==> config.mk <==
export PLATFORM = sky130hd
export DESIGN_NAME = accumulator_control_unit
export DESIGN_NICKNAME = d
export VERILOG_FILES = /design/src/rtl/accumulator_control_unit.sv
export SDC_FILE = /design/constraint.sdc
export NUM_CORES = 1
export LEC_CHECK = 0
export BUFFER_PORTS_ARGS = -buffer_cell sky130_fd_sc_hd__buf_4
export CORE_UTILIZATION = 45
export DETAILED_ROUTE_END_ITERATION = 10
export GPL_ROUTABILITY_DRIVEN = 0
export PLACE_DENSITY = 0.83
export SLEW_MARGIN = 20
export SYNTH_ARGS = -nofsm -noshare
export SYNTH_HDL_FRONTEND = slang
export SYNTH_SLANG_ARGS = --single-unit
==> constraint.sdc <==
create_clock -name clk -period 2.3 [get_ports clk]
set_input_delay 0.115 -clock clk [delete_from_list [all_inputs] [get_ports clk]]
set_output_delay 0.115 -clock clk [all_outputs]
set_load 0.005 [all_outputs]
==> src/rtl/accumulator_control_unit.sv <==
// accumulator_control_unit
//   Fetch/decode/execute sequencer for the 16-bit accumulator computer.
//   Drives the PC/MAR/MBR/IR/ACC load enables and source selects, the ALU
//   opcode and the main-memory write enable, and counts retired instructions.
//   Optional feature: define CTRL_SINGLE_STEP_EN to add the `step` input and
//   a PAUSE state that holds the machine between instructions.
module accumulator_control_unit #(
    parameter int OPCODE_W   = 4,
    parameter int COUNT_W    = 16,
    parameter bit AUTO_START = 1'b0
) (
    input  logic                clk,
    input  logic                reset,
    input  logic                start,
`ifdef CTRL_SINGLE_STEP_EN
    input  logic                step,
`endif
    input  logic [OPCODE_W-1:0] ir_opcode,
    input  logic [1:0]          ir_skip,
    input  logic                acc_zero,
    input  logic                acc_neg,
    output logic                pc_write,
    output logic [1:0]          pc_sel,
    output logic                mar_write,
    output logic                mar_sel,
    output logic                mbr_write,
    output logic                mbr_sel,
    output logic                ir_write,
    output logic                acc_write,
    output logic [1:0]          acc_sel,
    output logic [3:0]          alu_op,
    output logic                mem_write,
    output logic                halted,
    output logic [COUNT_W-1:0]  instr_count
);

    typedef enum logic [3:0] {
        S_IDLE,
        S_F1,
        S_F2,
        S_F3,
        S_DEC,
        S_MRD,
        S_MBR,
        S_EXE,
        S_MWR,
        S_STO,
        S_HALT
`ifdef CTRL_SINGLE_STEP_EN
        , S_PAUSE
`endif
    } state_t;

    // Where an instruction goes after its final cycle.
`ifdef CTRL_SINGLE_STEP_EN
    localparam state_t S_NEXT = S_PAUSE;
`else
    localparam state_t S_NEXT = S_F1;
`endif

    localparam logic [OPCODE_W-1:0] OP_NOP   = OPCODE_W'(4'h0);
    localparam logic [OPCODE_W-1:0] OP_LOAD  = OPCODE_W'(4'h1);
    localparam logic [OPCODE_W-1:0] OP_STORE = OPCODE_W'(4'h2);
    localparam logic [OPCODE_W-1:0] OP_ADD   = OPCODE_W'(4'h3);
    localparam logic [OPCODE_W-1:0] OP_SUBT  = OPCODE_W'(4'h4);
    localparam logic [OPCODE_W-1:0] OP_AND   = OPCODE_W'(4'h5);
    localparam logic [OPCODE_W-1:0] OP_OR    = OPCODE_W'(4'h6);
    localparam logic [OPCODE_W-1:0] OP_HALT  = OPCODE_W'(4'h7);
    localparam logic [OPCODE_W-1:0] OP_SKIP  = OPCODE_W'(4'h8);
    localparam logic [OPCODE_W-1:0] OP_JUMP  = OPCODE_W'(4'h9);
    localparam logic [OPCODE_W-1:0] OP_CLEAR = OPCODE_W'(4'hA);
    localparam logic [OPCODE_W-1:0] OP_SHL   = OPCODE_W'(4'hB);
    localparam logic [OPCODE_W-1:0] OP_SHR   = OPCODE_W'(4'hC);

    localparam logic [3:0] ALU_ADD = 4'b0000;
    localparam logic [3:0] ALU_SUB = 4'b0001;
    localparam logic [3:0] ALU_SHL = 4'b0100;
    localparam logic [3:0] ALU_SHR = 4'b0101;
    localparam logic [3:0] ALU_AND = 4'b1000;
    localparam logic [3:0] ALU_OR  = 4'b1001;

    localparam logic [1:0] PC_INC  = 2'b00;
    localparam logic [1:0] PC_IR   = 2'b01;
    localparam logic [1:0] ACC_ALU = 2'b00;
    localparam logic [1:0] ACC_MBR = 2'b01;
    localparam logic [1:0] ACC_ZRO = 2'b10;

    state_t               state_q, state_d;
    logic [COUNT_W-1:0]   count_q, count_d;
    logic                 skip_true;
    logic                 mem_operand;
    logic                 retire;

    assign instr_count = count_q;

    // SKIPCOND condition selected by IR[11:10]; 11 never skips.
    always_comb begin
        skip_true = 1'b0;
        case (ir_skip)
            2'b00:   skip_true = acc_neg;
            2'b01:   skip_true = acc_zero;
            2'b10:   skip_true = !acc_neg && !acc_zero;
            default: skip_true = 1'b0;
        endcase
    end

    // Opcodes that fetch an operand from memory before EXE.
    always_comb begin
        mem_operand = 1'b0;
        case (ir_opcode)
            OP_LOAD, OP_ADD, OP_SUBT, OP_AND, OP_OR: mem_operand = 1'b1;
            default:                                 mem_operand = 1'b0;
        endcase
    end

    // Next-state sequencing.
    always_comb begin
        state_d = state_q;
        case (state_q)
            S_IDLE: if (start || AUTO_START) state_d = S_F1;
            S_F1:   state_d = S_F2;
            S_F2:   state_d = S_F3;
            S_F3:   state_d = S_DEC;
            S_DEC: begin
                if (mem_operand)               state_d = S_MRD;
                else if (ir_opcode == OP_STORE) state_d = S_MWR;
                else if (ir_opcode == OP_HALT)  state_d = S_HALT;
                else                            state_d = S_NEXT;
            end
            S_MRD:  state_d = S_MBR;
            S_MBR:  state_d = S_EXE;
            S_EXE:  state_d = S_NEXT;
            S_MWR:  state_d = S_STO;
            S_STO:  state_d = S_NEXT;
            S_HALT: state_d = S_HALT;
`ifdef CTRL_SINGLE_STEP_EN
            S_PAUSE: if (step) state_d = S_F1;
`endif
            default: state_d = S_IDLE;
        endcase
    end

    // An instruction retires on the cycle that leaves it for the next fetch
    // (or for HALT); IDLE->F1 and PAUSE->F1 are not retirements.
    always_comb begin
        retire = 1'b0;
        if (state_q == S_DEC || state_q == S_EXE || state_q == S_STO)
            retire = (state_d == S_NEXT) || (state_d == S_HALT);
        count_d = retire ? count_q + COUNT_W'(1) : count_q;
    end

    // Control decode; reset forces every control output low in the same cycle.
    always_comb begin
        pc_write  = 1'b0;
        pc_sel    = PC_INC;
        mar_write = 1'b0;
        mar_sel   = 1'b0;
        mbr_write = 1'b0;
        mbr_sel   = 1'b0;
        ir_write  = 1'b0;
        acc_write = 1'b0;
        acc_sel   = ACC_ALU;
        alu_op    = ALU_ADD;
        mem_write = 1'b0;
        halted    = 1'b0;
        if (!reset) begin
            case (state_q)
                S_F1: begin
                    mar_sel   = 1'b0;
                    mar_write = 1'b1;
                end
                S_F3: begin
                    ir_write = 1'b1;
                    pc_sel   = PC_INC;
                    pc_write = 1'b1;
                end
                S_DEC: begin
                    case (ir_opcode)
                        OP_LOAD, OP_STORE, OP_ADD, OP_SUBT, OP_AND, OP_OR: begin
                            mar_sel   = 1'b1;
                            mar_write = 1'b1;
                        end
                        OP_SKIP: begin
                            pc_sel   = PC_INC;
                            pc_write = skip_true;
                        end
                        OP_JUMP: begin
                            pc_sel   = PC_IR;
                            pc_write = 1'b1;
                        end
                        OP_CLEAR: begin
                            acc_sel   = ACC_ZRO;
                            acc_write = 1'b1;
                        end
                        OP_SHL: begin
                            alu_op    = ALU_SHL;
                            acc_sel   = ACC_ALU;
                            acc_write = 1'b1;
                        end
                        OP_SHR: begin
                            alu_op    = ALU_SHR;
                            acc_sel   = ACC_ALU;
                            acc_write = 1'b1;
                        end
                        // NOP, HALT and the illegal opcodes drive nothing here.
                        default: ;
                    endcase
                end
                S_MBR: begin
                    mbr_sel   = 1'b0;
                    mbr_write = 1'b1;
                end
                S_EXE: begin
                    acc_write = 1'b1;
                    case (ir_opcode)
                        OP_LOAD: acc_sel = ACC_MBR;
                        OP_SUBT: alu_op  = ALU_SUB;
                        OP_AND:  alu_op  = ALU_AND;
                        OP_OR:   alu_op  = ALU_OR;
                        default: alu_op  = ALU_ADD;
                    endcase
                end
                S_MWR: begin
                    mbr_sel   = 1'b1;
                    mbr_write = 1'b1;
                end
                S_STO:  mem_write = 1'b1;
                S_HALT: halted    = 1'b1;
                default: ;
            endcase
        end
    end

    // State and retired-instruction counter; reset wins over the increment.
    always_ff @(posedge clk) begin
        if (reset) begin
            state_q <= S_IDLE;
            count_q <= '0;
        end else begin
            state_q <= state_d;
            count_q <= count_d;
        end
    end

endmodule
==> results of run 1 <==
[path summary, 6_finish.rpt]
check | from | endpoint | slack, ps | cells past startpoint
max | state_q[3]$_SDFF_PP0_ | instr_count[4]$_SDFFE_PP0P_ | 110 | 7
min | reset | instr_count[0]$_SDFFE_PP0P_ | 170 | 2
max reg2reg | state_q[3]$_SDFF_PP0_ | instr_count[4]$_SDFFE_PP0P_ | 110 | 7
min reg2reg | instr_count[14]$_SDFFE_PP0P_ | instr_count[14]$_SDFFE_PP0P_ | 510 | 2
[cells in the mapped netlist (3+ instances only)]
master | number | area (µm²)
nor3b_1 | 4 | 30.0
clkbuf_1 | 5 | 18.8
nand4_1 | 3 | 18.8
o211ai_1 | 3 | 22.5
nand2_1 | 9 | 33.8
a21oi_1 | 13 | 65.1
xor2_1 | 6 | 52.6
nor2_1 | 22 | 82.6
or3_1 | 6 | 37.5
nand3_1 | 6 | 30.0
dfxtp_1 | 20 | 400
o31ai_1 | 4 | 30.0
nor4_1 | 3 | 18.8
o21ai_1 | 6 | 30.0
inv_1 | 5 | 18.8
or4_1 | 4 | 30.0
and3_1 | 4 | 25.0
nor2b_1 | 5 | 31.3
buf_2 | 5 | 25.0
o21ai_0 | 3 | 15.0
mux2i_1 | 3 | 30.0
nor3_1 | 6 | 30.0
[metal layers]
metal  vias to the layer above  global-route usage [%]  share of wire (%)
met5                         -                       0                  0
met4                         0                    6.07                1.4
met3                         6                    4.38                4.7
li1                        705                       -                  -
met2                        29                    29.1                 45
met1                       612                    27.0                 49
[report_power, final]
part / switching (W) / internal (W) / leakage, nW / total, W
sequential: 0.00000998 / 0.000350 / 0.162 / 0.000360
combinational: 0.0000496 / 0.0000408 / 0.501 / 0.0000904
clock: 0.000103 / 0.0000611 / 0.0138 / 0.000164
[cell families (layout without fill, tap and decap cells)]
| group | count (synthesis) | in the layout | synth area share (%) |
|---|---|---|---|
| compound gates | 38 | 38 | 18.2 |
| xor+xnor | 6 | 6 | 3.90 |
| fa+ha+maj | 1 | 1 | 0.928 |
| buf+inv | 18 | 54 | 6.59 |
| flops | 20 | 20 | 29.7 |
| mux | 5 | 5 | 3.90 |
| other cells | 1 | 2 | 0.278 |
| simple gates | 86 | 86 | 36.5 |
[sequential cells by signal, indices dropped and copies added, names as in the netlist]
register	count
state_q	4
instr_count	16
[worst max-delay path: stages, from the launching register on]
cell      delay (ps)
dfxtp_1          330
nand2b_4         170
or4_4            500
a21oi_4          240
o21ai_4          170
buf_4            230
or3_1            340
a21oi_1          140
[cell type report]
type | count | area share [%]
sequential | 20 | 23.7
multi-input combinational | 138 | 51.3
inverter | 5 | 1.11
timing repair buffer | 46 | 20.4
tap | 31 | 2.29
clock buffer | 3 | 1.33
[cell usage in the layout (no fill, tap or decap), drive strengths merged, types with 5 or more instances in the layout]
cell   synthesis  layout
o21ai         10      10
a21oi         14      14
nand2          9       9
nor3           7       7
or3            6       6
dfxtp         20      20
buf            8      46
or4            5       5
xor2           6       6
inv            5       5
nor2          22      22
nor2b          5       5
nand3          6       6
[metrics by stage]
stage	setup TNS [ps]	hold WS (ps)	util (%)	setup WS (ps)	instance area, µm²
after global routing	-13.7	168	60.5	-8.14	1700
after floorplan	0	365	-	153	1350
after CTS	0	170	60.2	66.1	1690
after detailed placement	0	489	59.4	9.80	1670
after global placement	0	479	59.4	69.7	1670
final	0	172	60.5	114	1700
[repair_timing]
item	CTS	global route
hold buffers	0	0
cloned	0	0
setup buffers	0	0
resized for setup	1	1
setup endpoints to repair	3	7
==> impl_results.md, run 1 <==
* Status: complete, but fails checks
* Failing checks: design-rule violations
* Area of the multi-input gates at 870 µm²
* Starting Density at 48.0%
* Hpwl dp at 2210 µm
* Nets at 226
* Inserted Clock Buffers at 3
* CTS tree: done
* CP required at 2530 ps
* Netlist cell types at 47
* Final WL at 3060 µm
* CP arrival at 2420 ps
* Critical Path Fanout Max at 16
* Final setup violation count at 0
* Crit end category: flip-flop
* Final Hold Viols at 0
* Avg WL per Cell at 12.6 µm
* P&R area growth vs syn at 25.9%
* Root buffer cell: clkbuf_4
* IO Port Bufs at 41
* Power Total at 0.000615 W
* First-pass GRT wire length at 4970 µm
* Final worst-path cycle share at 95.1%
* Synthesized instance count at 175
* CTS Sinks at 20
* Grt ovf at 0
* CTS clk-pin slew, worst paths at 110 ps
* Top_reg_cell synth: dfxtp_1
* Core area at 0.00281 mm²
* Post-Synthesis Cell Area at 0.00135 mm²
* Achievable Freq at 0.457 GHz
* Finished Layout Cells at 243
* Critical path launch point type: flip-flop
* Worst skew pair latency at 300 ps
* Final ANT Viol Nets at 0
* Final slew viol count at 0
* Chip width at 56.7 µm
* Pin count of the biggest net entering global routing at 30
* Synth Warn # at 0
* Antenna violations before repair at 0
* Post-synth EDFFs at 0
* Placed cells at 240
* Sequential cell area fraction in the yosys report at 29.7%
* Layout cells sized above 1 at 27.4%
* Avg Cell Area, Syn at 7.70 µm²
* CTS Buffer Depth at 2
* Vias in the first global route at 1121
* IO Pins at 44
* Final Skew at 8.39 ps
* Maximum vdd drop at 0.000287 V
* H-tree Lvls at 1
* Die ar. at 0.00322 mm²
* Worst-margin pin slew at 729 ps
* Hold WC Path Type: primary input to flip-flop
* Number of diodes at 0
* Worst rel slew slack at 50.7%
* Die Ht at 56.7 µm
* Leakage Power at 0.677 nW
* Ys async rst share at 0%
* PD cells at 363 mW/mm²
* FF+latch count, synth at 20
* Total Routing Usage GR at 19.3%
* Layout filler cell count at 264
* Minimum clock period at 2190 ps
* DR vias/cell at 5.56
* Placement Rows at 19
* Starting DRC count in detailed routing at 49
* DRC viols at 4
* 1st-pass router iterations at 7
* Via count at 1352
* Critical path class: flip-flop to flip-flop
* Max cap viols at 0
* Register area at 402 µm²
No activity file was read; power rests on OpenSTA's default activity.
==> run 2: changes to the inputs <==
- SETUP_SLACK_MARGIN: default -> 0.2
==> run 2 against run 1 <==
Compared with the run above:
- the run still ends with design-rule violations left
- critical path depth stayed put
- final area increased by 8.0%
- sequential share of layout area down 1.1 points
- sequential power hardly changed
- largest power group unchanged
==> impl_results.md, run 2 (synthesized netlist as in run 1, its figures left out) <==
* Critical Path Fanout Max at 10 (was 16)
* Worst-margin pin slew at 567 ps (was 729 ps)
* Leakage Power at 0.732 nW (was 0.677 nW)
* Vias in the first global route at 1337 (was 1121)
* Hold WC Path Type: primary input to flip-flop (unchanged)
* Power Total at 0.000757 W (was 0.000615 W)
* Final slew viol count at 0 (unchanged)
* Most frequent cells in the layout: buf_4, nor2_1, dfxtp_1 (unchanged)
* First-pass GRT wire length at 5900 µm (was 4970 µm)
* P&R area growth vs syn at 35.9% (was 25.9%)
* Layout cells sized above 1 at 35.3% (was 27.4%)
* Area after DPL at 0.00167 mm² (about the same)
* CP arrival at 2300 ps (was 2420 ps)
* Achievable Freq at 0.490 GHz (was 0.457 GHz)
* Max reg flops at 16 (unchanged)
* CP max stage delay at 430 ps (was 500 ps)
* CP Cell Sequence: nand2b_4, or4_4, a21oi_4, buf_4, o21ai_2, or3_1, a21oi_1 (was nand2b_4, or4_4, a21oi_4, o21ai_4, buf_4, or3_1, a21oi_1)
* Grt ovf at 0 (unchanged)
* Final worst-path cycle share at 88.7% (was 95.1%)
* Avg WL per Cell at 13.6 µm (was 12.6 µm)
* Final Cell Area at 0.00183 mm² (was 0.00170 mm²)
* Slowest CP cell: or4_4 (unchanged)
* Core area at 0.00281 mm² (unchanged)
* Placement Rows at 19 (unchanged)
* Commonest non-fill, non-tap cell in the layout: buf_4 (unchanged)
* Antenna violations before repair at 0 (unchanged)
* Final ANT Viol Nets at 0 (unchanged)
* Worst skew pair latency at 310 ps (was 300 ps)
* Hold Buf Count CTS at 0 (unchanged)
* Final WL at 3440 µm (was 3060 µm)
* Number of diodes at 0 (unchanged)
* Critical path launch point type: flip-flop (unchanged)
* Post-route setup slack at 259 ps (was 114 ps)
* Critical path class: flip-flop to flip-flop (unchanged)
* CTS Buffer Depth at 2 (unchanged)
* Starting DRC count in detailed routing at 64 (was 49)
* Pin count of the biggest net entering global routing at 30 (unchanged)
* 1st-pass router iterations at 9 (was 7)
* IO Port Bufs at 41 (unchanged)
* Status: complete, but fails checks (unchanged)
* Setup_tns at 0 ps (unchanged)
* DR vias/cell at 5.96 (was 5.56)
* Minimum clock period at 2040 ps (was 2190 ps)
* Die Ht at 56.7 µm (unchanged)
* Total Routing Usage GR at 23.0% (was 19.3%)
* Hpwl dp at 2250 µm (was 2210 µm)
* Inserted Clock Buffers at 3 (unchanged)
* Starting Density at 48.0% (unchanged)
* Root buffer cell: clkbuf_4 (unchanged)
* RSZ-0062 raised after global routing: yes
* CTS clk-pin slew, worst paths at 120 ps (was 110 ps)
* Via count at 1502 (was 1352)
* Die ar. at 0.00322 mm² (unchanged)
* Failing checks: design-rule violations (unchanged)
* CTS Sinks at 20 (unchanged)
* Final Hold Viols at 0 (unchanged)
* Final setup violation count at 0 (unchanged)
* DRC viols at 2 (was 4)
* Place WS at 54.4 ps (was 9.80 ps)
* Maximum vdd drop at 0.000506 V (was 0.000287 V)
* CP required at 2560 ps (was 2530 ps)
* CTS tree: done (unchanged)
* Max cap viols at 0 (unchanged)
* Placed cells at 241 (was 240)
* H-tree Lvls at 1 (unchanged)
* Nets at 234 (was 226)
* Finished Layout Cells at 252 (was 243)
* Chip width at 56.7 µm (unchanged)
* PD cells at 413 mW/mm² (was 363 mW/mm²)
* Crit end category: flip-flop (unchanged)
* Worst rel slew slack at 62.2% (was 50.7%)
* Final Skew at 16.9 ps (was 8.39 ps)
* IO Pins at 44 (unchanged)
run 2: per-stage QoR:
| step | hold WS (ps) | util, % |
|---|---|---|
| 2_1_floorplan | 365 | - |
| 3_3_place_gp | 478 | 59.7 |
| 3_5_place_dp | 484 | 59.7 |
| 4_1_cts | 149 | 64.4 |
| 5_1_grt | 167 | 65.3 |
| 6_report | 154 | 65.3 |
run 2: cell type report:
type / count / area [µm²]
fill: 241 / 973
multi-input combinational: 140 / 918
sequential: 20 / 413
timing repair buffer: 52 / 390
tap: 31 / 38.8
clock inverter: 1 / 30.0
clock buffer: 3 / 22.5
inverter: 5 / 18.8
run 2: path summary, 6_finish.rpt:
path	start	cells past startpoint	slack (ps)	endpoint
worst min register to register	instr_count[13]$_SDFFE_PP0P_	2	510	instr_count[13]$_SDFFE_PP0P_
worst max register to register	state_q[3]$_SDFF_PP0_	7	260	instr_count[12]$_SDFFE_PP0P_
worst max-delay path	state_q[3]$_SDFF_PP0_	7	260	instr_count[12]$_SDFFE_PP0P_
worst min-delay path	reset	2	150	instr_count[2]$_SDFFE_PP0P_
run 2: worst max-delay path, delay by kind of cell (launching register included):
| kind | cells | cell delay [ps] |
|---|---|---|
| and+or+nand+nor | 3 | 990 |
| AOI/OAI and AO/OA | 3 | 480 |
| DFF | 1 | 360 |
| buffers and inverters | 1 | 160 |
run 2: power breakdown:
group	leakage [nW]	switching, W	internal, W
combinational	0.539	0.0000576	0.0000491
sequential	0.165	0.0000117	0.000349
clock	0.0279	0.000113	0.000176
total	0.732	0.000182	0.000575
run 2: timing repair:
action | CTS | global route
endpoints found under the setup margin | 12 | 16
gates resized for setup | 6 | 9
pin swaps | 5 | 1
cloned | 2 | 0
setup buffers | 5 | 0
run 2: per-layer routing:
metal,part of all wire (%),wire (µm),GRT usage [%]
met1,44,1510,30.5
met2,49,1690,36.2
met3,5.7,195,3.23
met4,1.3,43,11.1
met5,0,0,0
